[config.mk]
export PLATFORM = sky130hd
export DESIGN_NAME = ram_banked
export DESIGN_NICKNAME = d
export VERILOG_FILES = /design/src/rtl/ram_pkg.sv /design/src/rtl/ram_bank.sv /design/src/rtl/ram_banked.sv
export SDC_FILE = /design/constraint.sdc
export NUM_CORES = 1
export LEC_CHECK = 0
export ABC_AREA = 1
export BUFFER_PORTS_ARGS = -buffer_cell sky130_fd_sc_hd__buf_2
export CORE_ASPECT_RATIO = 0.8
export CORE_MARGIN = 2
export CORE_UTILIZATION = 50
export DETAILED_ROUTE_END_ITERATION = 8
export PLACE_DENSITY_LB_ADDON = 0.2
export SLEW_MARGIN = 25
export SYNTH_ARGS = -nofsm -noshare
export SYNTH_HDL_FRONTEND = slang
export SYNTH_SLANG_ARGS = --single-unit
[constraint.sdc]
create_clock -name clk -period 3.2 [get_ports clk]
set_input_delay 0.16 -clock clk [delete_from_list [all_inputs] [get_ports clk]]
set_output_delay 0.16 -clock clk [all_outputs]
set_load 0.02 [all_outputs]
[src/rtl/ram_pkg.sv]
// Shared types for the banked RAM: sweep/run state encoding and read-during-write modes.
package ram_pkg;

    typedef enum logic {
        ST_CLEAR = 1'b0,
        ST_RUN   = 1'b1
    } state_t;

    localparam int WR_READ_FIRST  = 0;
    localparam int WR_WRITE_FIRST = 1;

endpackage

[src/rtl/ram_bank.sv]
// One single-port synchronous bank. The read register updates only on a
// requested read, so a bank keeps its last read word while others are used.
module ram_bank
    import ram_pkg::*;
#(
    parameter int DATA_W  = 8,
    parameter int LADDR_W = 4,
    parameter int WR_MODE = WR_READ_FIRST
) (
    input  logic               clk,
    input  logic               rst,
    input  logic               en,
    input  logic               we,
    input  logic               rd,
    input  logic [LADDR_W-1:0] addr,
    input  logic [DATA_W-1:0]  din,
    output logic [DATA_W-1:0]  dout
);

    logic [DATA_W-1:0] mem [2**LADDR_W];

    always_ff @(posedge clk) begin
        if (en && we)
            mem[addr] <= din;
    end

    // Clear-sweep writes do not assert rd, so the read register is left alone.
    always_ff @(posedge clk) begin
        if (rst)
            dout <= '0;
        else if (rd)
            dout <= (WR_MODE == WR_WRITE_FIRST && we) ? din : mem[addr];
    end

endmodule

[src/rtl/ram_banked.sv]
// Word-expanded single-port RAM built from 2**BANK_BITS banks, with a
// post-reset zeroing sweep that holds off accesses until ready.
module ram_banked
    import ram_pkg::*;
#(
    parameter int DATA_W    = 8,
    parameter int ADDR_W    = 6,
    parameter int BANK_BITS = 2,
    parameter int WR_MODE   = WR_READ_FIRST
) (
    input  logic              clk,
    input  logic              rst,
    input  logic              en,
    input  logic              we,
    input  logic [ADDR_W-1:0] addr,
    input  logic [DATA_W-1:0] datain,
    output logic [DATA_W-1:0] dataout,
    output logic              dout_valid,
    output logic              ready
);

    localparam int LADDR_W = ADDR_W - BANK_BITS;
    localparam int NBANK   = 2**BANK_BITS;
    localparam int SEL_W   = (BANK_BITS > 0) ? BANK_BITS : 1;
    localparam logic [LADDR_W-1:0] LAST = {LADDR_W{1'b1}};

    state_t             state;
    logic [LADDR_W-1:0] clr_addr;
    logic [SEL_W-1:0]   sel;
    logic [SEL_W-1:0]   sel_q;
    logic [LADDR_W-1:0] laddr;
    logic               clearing;
    logic               access;

    logic [NBANK-1:0][DATA_W-1:0] bank_dout;

    generate
        if (BANK_BITS > 0) begin : g_sel
            assign sel = addr[ADDR_W-1 -: SEL_W];
        end else begin : g_nosel
            assign sel = '0;
        end
    endgenerate

    assign laddr    = addr[LADDR_W-1:0];
    assign clearing = !rst && (state == ST_CLEAR);
    assign access   = !rst && (state == ST_RUN) && en;

    always_ff @(posedge clk) begin
        if (rst) begin
            state      <= ST_CLEAR;
            clr_addr   <= '0;
            ready      <= 1'b0;
            dout_valid <= 1'b0;
            sel_q      <= '0;
        end else begin
            case (state)
                ST_CLEAR: begin
                    dout_valid <= 1'b0;
                    if (clr_addr == LAST) begin
                        state <= ST_RUN;
                        ready <= 1'b1;
                    end else begin
                        clr_addr <= clr_addr + 1'b1;
                    end
                end
                default: begin
                    dout_valid <= en;
                    if (en)
                        sel_q <= sel;
                end
            endcase
        end
    end

    // All banks share address/data; the sweep drives them all at once while
    // a normal access enables only the decoded bank.
    generate
        for (genvar b = 0; b < NBANK; b++) begin : g_bank
            logic hit;
            assign hit = access && (sel == SEL_W'(b));

            ram_bank #(
                .DATA_W (DATA_W),
                .LADDR_W(LADDR_W),
                .WR_MODE(WR_MODE)
            ) u_bank (
                .clk (clk),
                .rst (rst),
                .en  (clearing || hit),
                .we  (clearing || we),
                .rd  (hit),
                .addr(clearing ? clr_addr : laddr),
                .din (clearing ? '0 : datain),
                .dout(bank_dout[b])
            );
        end
    endgenerate

    assign dataout = bank_dout[sel_q];

endmodule

==> results_dict.tcl, run 1 <==
set metrics [dict create \
    dieArea_um2 49200 \
    r2r_slack_ns 0.37 \
    n_antenna_cell 0 \
    viasPerCell 5.59 \
    clk_path_buf_depth 3 \
    slew_viol_final 0 \
    ys_ff_latch 553 \
    crit_type "reg -> reg" \
    htreeDepth 2 \
    seqCellArea_um2 16200 \
    maxSlewHeadroom 0.392 \
    p_total_w 0.0159 \
    core_area_um2 46900 \
    fp.dieW_um 248 \
    yosysWarnings 0 \
    rsz0062_at_grt "false" \
    final_core_util 0.567 \
    fin_crit_ns 2.83 \
    worstSetupEndpoint "g_bank[2].u_bank.mem[6][6]" \
    grt_pass1_vias 16100 \
    clockRootBuffer "clkbuf_16" \
    grt_max_degree 161 \
    initial_core_util 0.506 \
    setup_viol 0 \
    cts.sinks 553 \
    critical-path-max-stage-delay_ns 0.38 \
    path_cells "nor2_4, buf_4, nand2_1, o21ai_4, inv_4, nor2_8, nand2_1, nor2_1, buf_4" \
    dpl.hpwl_um 36600 \
    layout-drive-gt1-share 0.0946 \
    cts_tree "done" \
    multi_input_area_um2 6830 \
    synth_edf_count 512 \
    use_met1 0.392 \
    ctsResizeCount 0 \
    fin_area_um2 26600 \
    cap_violations 0 \
    grt_use_met2 0.402 \
    crit_arrival_ns 3.14 \
    syn-num-nets 2362 \
    fin_nets 2395 \
    drtAntennaViolNets 0 \
    grtUsageMet3 0.0537 \
    place.gp.congestion 0.891 \
    ys_types 27 \
    routedWlPerCell_um 21.1 \
    peakVddDrop_uv 423 \
    max_freq_mhz 353 \
    dpl_cell_area_um2 24800 \
    drtIter0Drc 1747 \
    floorplan.rows 71 \
    powerDensity_nw_per_um2 599 \
    grt_util_all_layers 0.265 \
    via_count 17000 \
    fillers 3971 \
    ys.flop_type "edfxtp_1" \
    end_kind "flop" \
    hp-class "in -> reg" \
    ys_seq_area_frac 0.682 \
    fin_skew_ns 0.0108 \
    antenna_found_initial 1 \
    reg2reg_to "g_bank[2].u_bank.mem[6][6]" \
    ys_async_sr_fraction 0 \
    routed_wl_um 64200 \
    num_io_pins 28 \
    crit_cells 9 \
    outcome "completed" \
    syn_area_um2 23700 \
    reg2regPathDepth 9 \
    p_leak_nw 10.8 \
    overflow 0 \
    die_y_um 199 \
    fin_crit_sh 0.886 \
    critPathLaunchType "flop" \
    cp_max_fo 21 \
    r2r-start "state" \
    hold_viol 0 \
    clk_pin_slew_ns 0.07 \
    startpoint "state" \
    syn_inst 2343 \
    crit_family "simple AND/OR/NAND/NOR gates" \
    grt_pass1_wl_um 97100 \
    clk_latency_ns 0.60 \
    crit_slowest_cell "nand2_1" \
    cts_buffers 53 \
    crit_required_ns 3.51 \
    port-buffer-count 27 \
    drc 0 \
    tightest_slew_ns 0.912 \
    critical_path_buf_inv_count 3 \
    area_delta_synth_final_pct 12.1 \
    dr.pass1.iters 6 \
    grt.busiest_layer "met2" \
    setup_tns_ns 0 \
    avgSynthCellArea_um2 10.1 \
]
through the flow:
step / worst slack, ns / hold slack [ns] / cells
2_1_floorplan: 0.467 / 0.232 / 2343
3_3_place_gp: 0.443 / 0.453 / 2935
3_5_place_dp: 0.422 / 0.446 / 2935
4_1_cts: 0.416 / 0.0194 / 3040
5_1_grt: 0.241 / 0.0502 / 3040
6_report: 0.366 / 0.0434 / 3040
cell usage in the layout (no fill, tap or decap), types with 6 or more instances in the layout:
cell type      synthesis  layout
edfxtp_1             512     512
nand2_4                0       6
o21ai_0               20      20
a21oi_1               41      41
nor2_4                 1      10
clkinv_1               0       7
buf_12                 0       7
buf_2                 74      27
nor2_1               158     149
nand3_1              322     322
buf_4                 21      81
clkbuf_8               0       9
clkbuf_1              42      10
dfxtp_1               41      41
clkbuf_16              0      55
clkinv_2               0      13
dlygate4sd3_1          0       6
nand2_1             1053    1050
o22ai_1                8       8
inv_1                 21      21
power breakdown:
part / internal, W / switching [W] / leakage, nW / total, W
Clock: 0.00366 / 0.00268 / 0.877 / 0.00634
Combinational: 0.000380 / 0.00114 / 4.90 / 0.00153
Sequential: 0.00804 / 0.0000310 / 5.03 / 0.00807
area by class of cell:
cell class / count / share of cell area
flip-flops and latches: 553 / 0.609
multi-input cells: 1622 / 0.257
clock buffers: 74 / 0.0578
repair buffers: 121 / 0.0355
well taps: 620 / 0.0292
clock inverters: 25 / 0.00828
inverters: 25 / 0.00381
what timing repair did:
action | CTS | global route
hold buffers | 6 | 0
hold endpoints to repair | 17 | 0
setup buffers | 0 | 0
kinds of logic after synthesis:
group | synth area share
AO/OA/AOI/OAI | 0.0170
adder cells (fa/ha/maj) | 0.000527
buffers and inverters | 0.0343
flip-flops | 0.682
AND/OR/NAND/NOR | 0.266
synth_stat cells (3+ instances only):
cell      count  area [um^2]
o21ai_0      20          100
buf_4        21          158
nor2_8        3         60.1
edfxtp_1    512        15400
buf_1         5         18.8
dfxtp_1      41          821
nor2_2        4         25.0
nand2_1    1053         3950
inv_1        21         78.8
nor2_1      158          593
a21oi_1      41          205
o22ai_1       8         50.1
clkbuf_1     42          158
buf_2        74          370
nand2_2       3         18.8
nand3_1     322         1610
worst reg2reg max path: stages, from the launching register on:
cell     delay (ns)
dfxtp_1        0.34
nor2_4         0.28
buf_4          0.31
nand2_1        0.14
o21ai_4        0.20
inv_4          0.12
nor2_8         0.29
nand2_1        0.39
nor2_1         0.27
buf_4          0.21
registers in the layout, indices dropped and copies added (netlist names):
register            count
dout_valid              1
sel_q                   2
g_bank.u_bank.dout     32
clr_addr                4
state                   1
ready                   1
g_bank.u_bank.mem     512
layer usage:
layer / part of all wire / vias up
li1: - / 7942
met1: 0.44 / 8219
met2: 0.45 / 754
met3: 0.095 / 84
met4: 0.019 / 2
met5: 0.00016 / -
how the worst min path moves through the flow:
stage          startpoint                          to  depth (start not counted)
2_1_floorplan         rst                       state                          1
3_3_place_gp          rst                       state                          2
3_5_place_dp           en                  dout_valid                          3
4_1_cts         datain[5]  g_bank[3].u_bank.mem[1][5]                          3
5_1_grt         datain[5]  g_bank[3].u_bank.mem[1][5]                          3
6_report        datain[5]  g_bank[3].u_bank.mem[1][5]                          3
(Power assumes the default switching activity.)
==> run 2, diff against run 1 <==
--- a/config.mk
+++ b/config.mk
@@ -5,11 +5,10 @@
 export SDC_FILE = /design/constraint.sdc
 export NUM_CORES = 1
 export LEC_CHECK = 0
-export ABC_AREA = 1
 export BUFFER_PORTS_ARGS = -buffer_cell sky130_fd_sc_hd__buf_2
 export CORE_ASPECT_RATIO = 0.8
 export CORE_MARGIN = 2
-export CORE_UTILIZATION = 50
+export CORE_UTILIZATION = 27
 export DETAILED_ROUTE_END_ITERATION = 8
 export PLACE_DENSITY_LB_ADDON = 0.2
 export SLEW_MARGIN = 25
==> constraint.sdc (replaced) <==
create_clock -name clk -period 3.2 [get_ports clk]
set_input_delay 0.16 -clock clk [delete_from_list [all_inputs] [get_ports clk]]
set_output_delay 0.16 -clock clk [all_outputs]
set_load 0.01 [all_outputs]
==> results_dict.tcl, run 2 <==
set metrics [dict create \
    drc 0 \
    hold_viol 0 \
    routedWlPerCell_um 24.7 \
    layout-drive-gt1-share 0.179 \
    largestRegisters "g_bank.u_bank.mem x512, g_bank.u_bank.dout x32, clr_addr x4" \
    max_freq_mhz 338 \
    p_leak_nw 7.73 \
    r2r-start "state" \
    dpl.hpwl_um 37900 \
    cp_max_fo 65 \
    fin_cells 2460 \
    largest_register_ffs 512 \
    cap_violations 0 \
    viasPerCell 4.96 \
    grt_max_degree 70 \
    grt_util_all_layers 0.152 \
    clockRootBuffer "clkbuf_16" \
    core_area_um2 75800 \
    dpl.cell_count 2359 \
    place.gp.congestion 0.764 \
    peakVddDrop_uv 397 \
    cts.sinks 553 \
    grt_pass1_wl_um 87700 \
    num_io_pins 28 \
    slew_viol_final 0 \
    synth.top_cell.area_share 0.740 \
    fin_nets 1426 \
    routed_wl_um 60700 \
    clk_latency_ns 0.61 \
    syn_area_um2 20800 \
    ys_async_sr_fraction 0 \
    overflow 0 \
    drtIter0Drc 1281 \
    clk_path_buf_depth 3 \
    hp-class "in -> reg" \
    fin_crit_ns 2.96 \
    ys.flop_type "edfxtp_1" \
    power.share.sequential 0.530 \
    synth.area.top_cells "edfxtp_1 74%, a22oi_1 9.3%, dfxtp_1 4.0%, a21oi_1 3.2%, o41ai_1 1.3%" \
    cts_tree "done" \
    maxSlewHeadroom 0.370 \
    worstSetupEndpoint "g_bank[3].u_bank.mem[0][7]" \
    fin_crit_sh 0.925 \
    largest-register "g_bank.u_bank.mem" \
    ys_seq_area_frac 0.780 \
    yosys-top-cells-count "512 x edfxtp_1, 256 x a22oi_1, 134 x a21oi_1" \
    yosysTopAreaCell "edfxtp_1" \
    postCtsSetupRepairBufs 0 \
    end_kind "flop" \
    p_total_w 0.0152 \
    via_count 12200 \
    antenna_found_initial 4 \
    startpoint "state" \
    rsz0062_at_grt "false" \
    p_sw_w 0.00345 \
    dieArea_um2 79200 \
    reg2reg_to "g_bank[3].u_bank.mem[0][7]" \
    p_int_w 0.0117 \
    clk_pin_slew_ns 0.07 \
    final_core_util 0.325 \
    initial_core_util 0.274 \
    n_antenna_cell 0 \
    floorplan.rows 90 \
    avgSynthCellArea_um2 16.3 \
    ys_ff_latch 553 \
    p_comb_frac 0.068 \
    area_delta_synth_final_pct 18.6 \
    crit_type "reg -> reg" \
    port-buffer-count 27 \
    powerDensity_nw_per_um2 616 \
    r2r_slack_ns 0.24 \
    pwr-share-clk 0.402 \
    setup_viol 0 \
    fp.dieW_um 314 \
    final_cell_mix "512 x edfxtp_1, 256 x a22oi_1, 134 x a21oi_1" \
    syn_inst 1278 \
    synth.most_common_cell "edfxtp_1" \
    die_y_um 252 \
    syn-num-nets 1297 \
    drtAntennaViolNets 0 \
    critPathLaunchType "flop" \
    cts_buffers 53 \
    outcome "completed" \
    tightest_slew_ns 0.944 \
    sw_frac_of_total 0.227 \
    ys_types 36 \
    mostFrequentLayoutCell "edfxtp_1" \
    crit_required_ns 3.50 \
    yosysWarnings 0 \
    dr.pass1.iters 5 \
    reg2regPathDepth 6 \
    holdPathStages 2 \
    grt_pass1_vias 12000 \
    setup_tns_ns 0 \
    htreeDepth 2 \
    synth_edf_count 512 \
    fin_skew_ns 0.0240 \
    crit_arrival_ns 3.26 \
]
run 2: repair_timing:
action / in CTS / in global routing
endpoints found under the setup margin: 0 / 0
endpoints found under the hold margin: 6 / 0
resized for setup: 0 / 0
hold buffers: 4 / 0
run 2: how the worst min path moves through the flow:
stage / startpoint / endpoint / slack (ns)
final: datain[1] / g_bank[0].u_bank.mem[14][1] / 0.07
after global routing: datain[1] / g_bank[1].u_bank.mem[12][1] / 0.06
after CTS: datain[1] / g_bank[1].u_bank.mem[12][1] / 0.05
after detailed placement: g_bank[2].u_bank.dout[7] / g_bank[2].u_bank.dout[7] / 0.47
after global placement: g_bank[2].u_bank.dout[0] / g_bank[2].u_bank.dout[0] / 0.46
after floorplan: addr[4] / sel_q[0] / 0.31
run 2: power by group through the flow:
stage               clock network [W]  registers [W]  logic (W)
floorplan                           0        0.00818   0.000566
global placement                    0        0.00819    0.00102
detailed placement                  0        0.00819    0.00103
CTS                           0.00623        0.00803    0.00104
global route                  0.00653        0.00804    0.00111
finish                        0.00610        0.00803    0.00103
run 2: metal layers:
metal | part of all wire | wire length, um | track usage | up-vias
li1 | - | - | - | 5432
met4 | 0.015 | 917 | 0.0319 | 2
met2 | 0.41 | 24800 | 0.210 | 417
met5 | 0.00021 | 13 | 0 | -
met3 | 0.072 | 4360 | 0.0329 | 67
met1 | 0.50 | 30600 | 0.241 | 6277
run 2: critical path, cell delays in order (launching register included):
cell     delay [ns]
dfxtp_1        0.58
nor2_8         0.15
o31ai_4        0.71
buf_12         0.38
nand2_1        0.39
nor2_1         0.23
buf_4          0.20
run 2: through the flow:
stage          cell area, um^2  setup slack [ns]  hold slack (ns)
6_report                 24600             0.240           0.0662
5_1_grt                  24600             0.116           0.0582
4_1_cts                  24600             0.227           0.0460
3_5_place_dp             22900             0.269            0.469
3_3_place_gp             22900             0.289            0.458
2_1_floorplan            20800             0.199            0.308
run 2: layout make-up:
cell class	instances	area (um^2)
Clock buffer	72	1450
Clock inverter	24	204
Fill cell	7337	51200
Inverter	5	18.8
Multi-Input combinational cell	633	4260
Sequential cell	553	16200
Tap cell	1012	1270
Timing Repair Buffer	161	1230
run 2: cell families (layout without fill, tap and decap cells):
logic type,count (synthesis),count (layout),synth area share
DFF,553,553,0.780
AOI/OAI and AO/OA,464,464,0.150
and+or+nand+nor,155,155,0.0366
buffers and inverters,92,262,0.0217
muxes,10,10,0.00964
xor gates and xnor gates,3,3,0.00127
adders and majority gates,1,1,0.000602
==> run 3, diff against run 2 <==
--- a/config.mk
+++ b/config.mk
@@ -6,7 +6,7 @@
 export NUM_CORES = 1
 export LEC_CHECK = 0
 export BUFFER_PORTS_ARGS = -buffer_cell sky130_fd_sc_hd__buf_2
-export CORE_ASPECT_RATIO = 0.8
+export CORE_ASPECT_RATIO = 0.7
 export CORE_MARGIN = 2
 export CORE_UTILIZATION = 27
 export DETAILED_ROUTE_END_ITERATION = 8
@@ -15,3 +15,4 @@
 export SYNTH_ARGS = -nofsm -noshare
 export SYNTH_HDL_FRONTEND = slang
 export SYNTH_SLANG_ARGS = --single-unit
+export TNS_END_PERCENT = 30
==> results_dict.tcl, run 3 (synthesized netlist as in run 2, its figures left out) <==
set metrics [dict create \
    outcome "completed" \
    final_cell_mix "512 x edfxtp_1, 256 x a22oi_1, 134 x a21oi_1" \
    setup_viol 0 \
    grt_util_all_layers 0.157 \
    critPathLaunchType "flop" \
    cts_buffers 51 \
    drtAntennaViolNets 0 \
    crit_type "reg -> reg" \
    crit_slowest_cell "o41ai_1" \
    largestRegisters "g_bank.u_bank.mem x512, g_bank.u_bank.dout x32, clr_addr x4" \
    drc 0 \
    holdPathStages 2 \
    peakVddDrop_uv 372 \
    final_core_util 0.322 \
    largest-register "g_bank.u_bank.mem" \
    reg2reg_to "g_bank[0].u_bank.dout[3]" \
    setup_tns_ns 0 \
    die_y_um 236 \
    critical_path_buf_inv_count 3 \
    dr.pass1.iters 6 \
    grt_pass1_wl_um 90300 \
    hp-class "in -> reg" \
    max_freq_mhz 346 \
    dr_wl_met2_um 25200 \
    via_count 12300 \
    clk_pin_slew_ns 0.06 \
    slew_viol_final 0 \
    overflow 0 \
    clk_latency_ns 0.60 \
    place.gp.congestion 0.806 \
    wl_met3_um 5330 \
    fillers 7422 \
    worst_slack_ns 0.309 \
    htreeDepth 2 \
    area_delta_synth_final_pct 18.8 \
    fin_crit_ns 2.89 \
    largest_register_ffs 512 \
    rsz0062_at_grt "false" \
    grt_max_degree 65 \
    reg2regPathDepth 8 \
    dieArea_um2 79200 \
    r2r-start "state" \
    worstSetupEndpoint "g_bank[0].u_bank.dout[3]" \
    met1_length_um 30900 \
    clk_path_buf_depth 3 \
    r2r_slack_ns 0.31 \
    mostFrequentLayoutCell "edfxtp_1" \
    crit_arrival_ns 3.34 \
    core_area_um2 76600 \
    powerDensity_nw_per_um2 610 \
    tightest_slew_ns 0.867 \
    top_layer "met5" \
    pre_cts_slack_ns 0.273 \
    fin_crit_sh 0.903 \
    path_cells "nor2_8, buf_4, o31a_1, buf_4, buf_4, a21oi_1, o41ai_1, o21ai_0" \
    viasPerCell 5.04 \
    fin_nets 1424 \
    crit_required_ns 3.65 \
    hold_viol 0 \
    cts.sinks 553 \
    floorplan.rows 85 \
    antenna_found_initial 4 \
    end_kind "flop" \
    layout-drive-gt1-share 0.176 \
    p_leak_nw 7.74 \
    fin_skew_ns 0.0220 \
    initial_core_util 0.271 \
    port-buffer-count 27 \
    routed_wl_um 62500 \
    num_io_pins 28 \
    startpoint "state" \
    dpl.hpwl_um 39500 \
    cp_max_fo 12 \
    maxSlewHeadroom 0.420 \
    fp.dieW_um 336 \
    clockRootBuffer "clkbuf_16" \
    cts_tree "done" \
    critical-path-max-stage-delay_ns 0.56 \
    grt_pass1_vias 12100 \
    drtIter0Drc 1434 \
    cap_violations 0 \
    cp_common_cell "buf_4" \
    crit_family "compound AO/OA/AOI/OAI gates" \
    routedWlPerCell_um 25.6 \
    crit_cells 8 \
]
-- run 3: final cells by class --
class                   instances  area [um^2]  share of cell area
multi-input cells             633         4260               0.172
flip-flops and latches        553        16200               0.656
clock buffers                  67         1420              0.0575
diodes                          1         2.50            0.000101
clock inverters                27          174             0.00705
repair buffers                161         1360              0.0553
well taps                    1000         1250              0.0507
inverters                       5         18.8            0.000760
-- run 3: how the worst min path moves through the flow --
stage / start / end
floorplan: addr[4] / sel_q[0]
global placement: g_bank[1].u_bank.dout[1] / g_bank[1].u_bank.dout[1]
detailed placement: g_bank[0].u_bank.dout[6] / g_bank[0].u_bank.dout[6]
CTS: datain[0] / g_bank[0].u_bank.mem[6][0]
global route: datain[0] / g_bank[0].u_bank.mem[6][0]
finish: datain[0] / g_bank[1].u_bank.mem[5][0]
-- run 3: where the power goes --
part	switching, W	total, W	internal (W)
clock network	0.00267	0.00594	0.00327
logic	0.000759	0.00108	0.000324
registers	0.0000299	0.00803	0.00800
total	0.00346	0.0150	0.0116
-- run 3: layer usage --
layer | vias to the layer above | global-route usage
met4 | 4 | 0.0291
met3 | 80 | 0.0461
met2 | 421 | 0.214
met1 | 6412 | 0.245
li1 | 5424 | -
met5 | - | 0
-- run 3: stage by stage --
stage / area (um^2) / instances / hold WS (ns) / power [W]
finish: 24700 / 2447 / 0.0379 / 0.0150
global placement: 23000 / 2348 / 0.455 / 0.00927
floorplan: 20800 / 1278 / 0.308 / 0.00875
detailed placement: 23000 / 2348 / 0.458 / 0.00928
global route: 24700 / 2446 / 0.0257 / 0.0155
CTS: 24700 / 2446 / 0.0177 / 0.0152
-- run 3: timing repair --
item,in CTS,in global routing
setup buffers,0,0
hold buffers,4,0
endpoints found under the hold margin,2,0
resized for setup,0,0
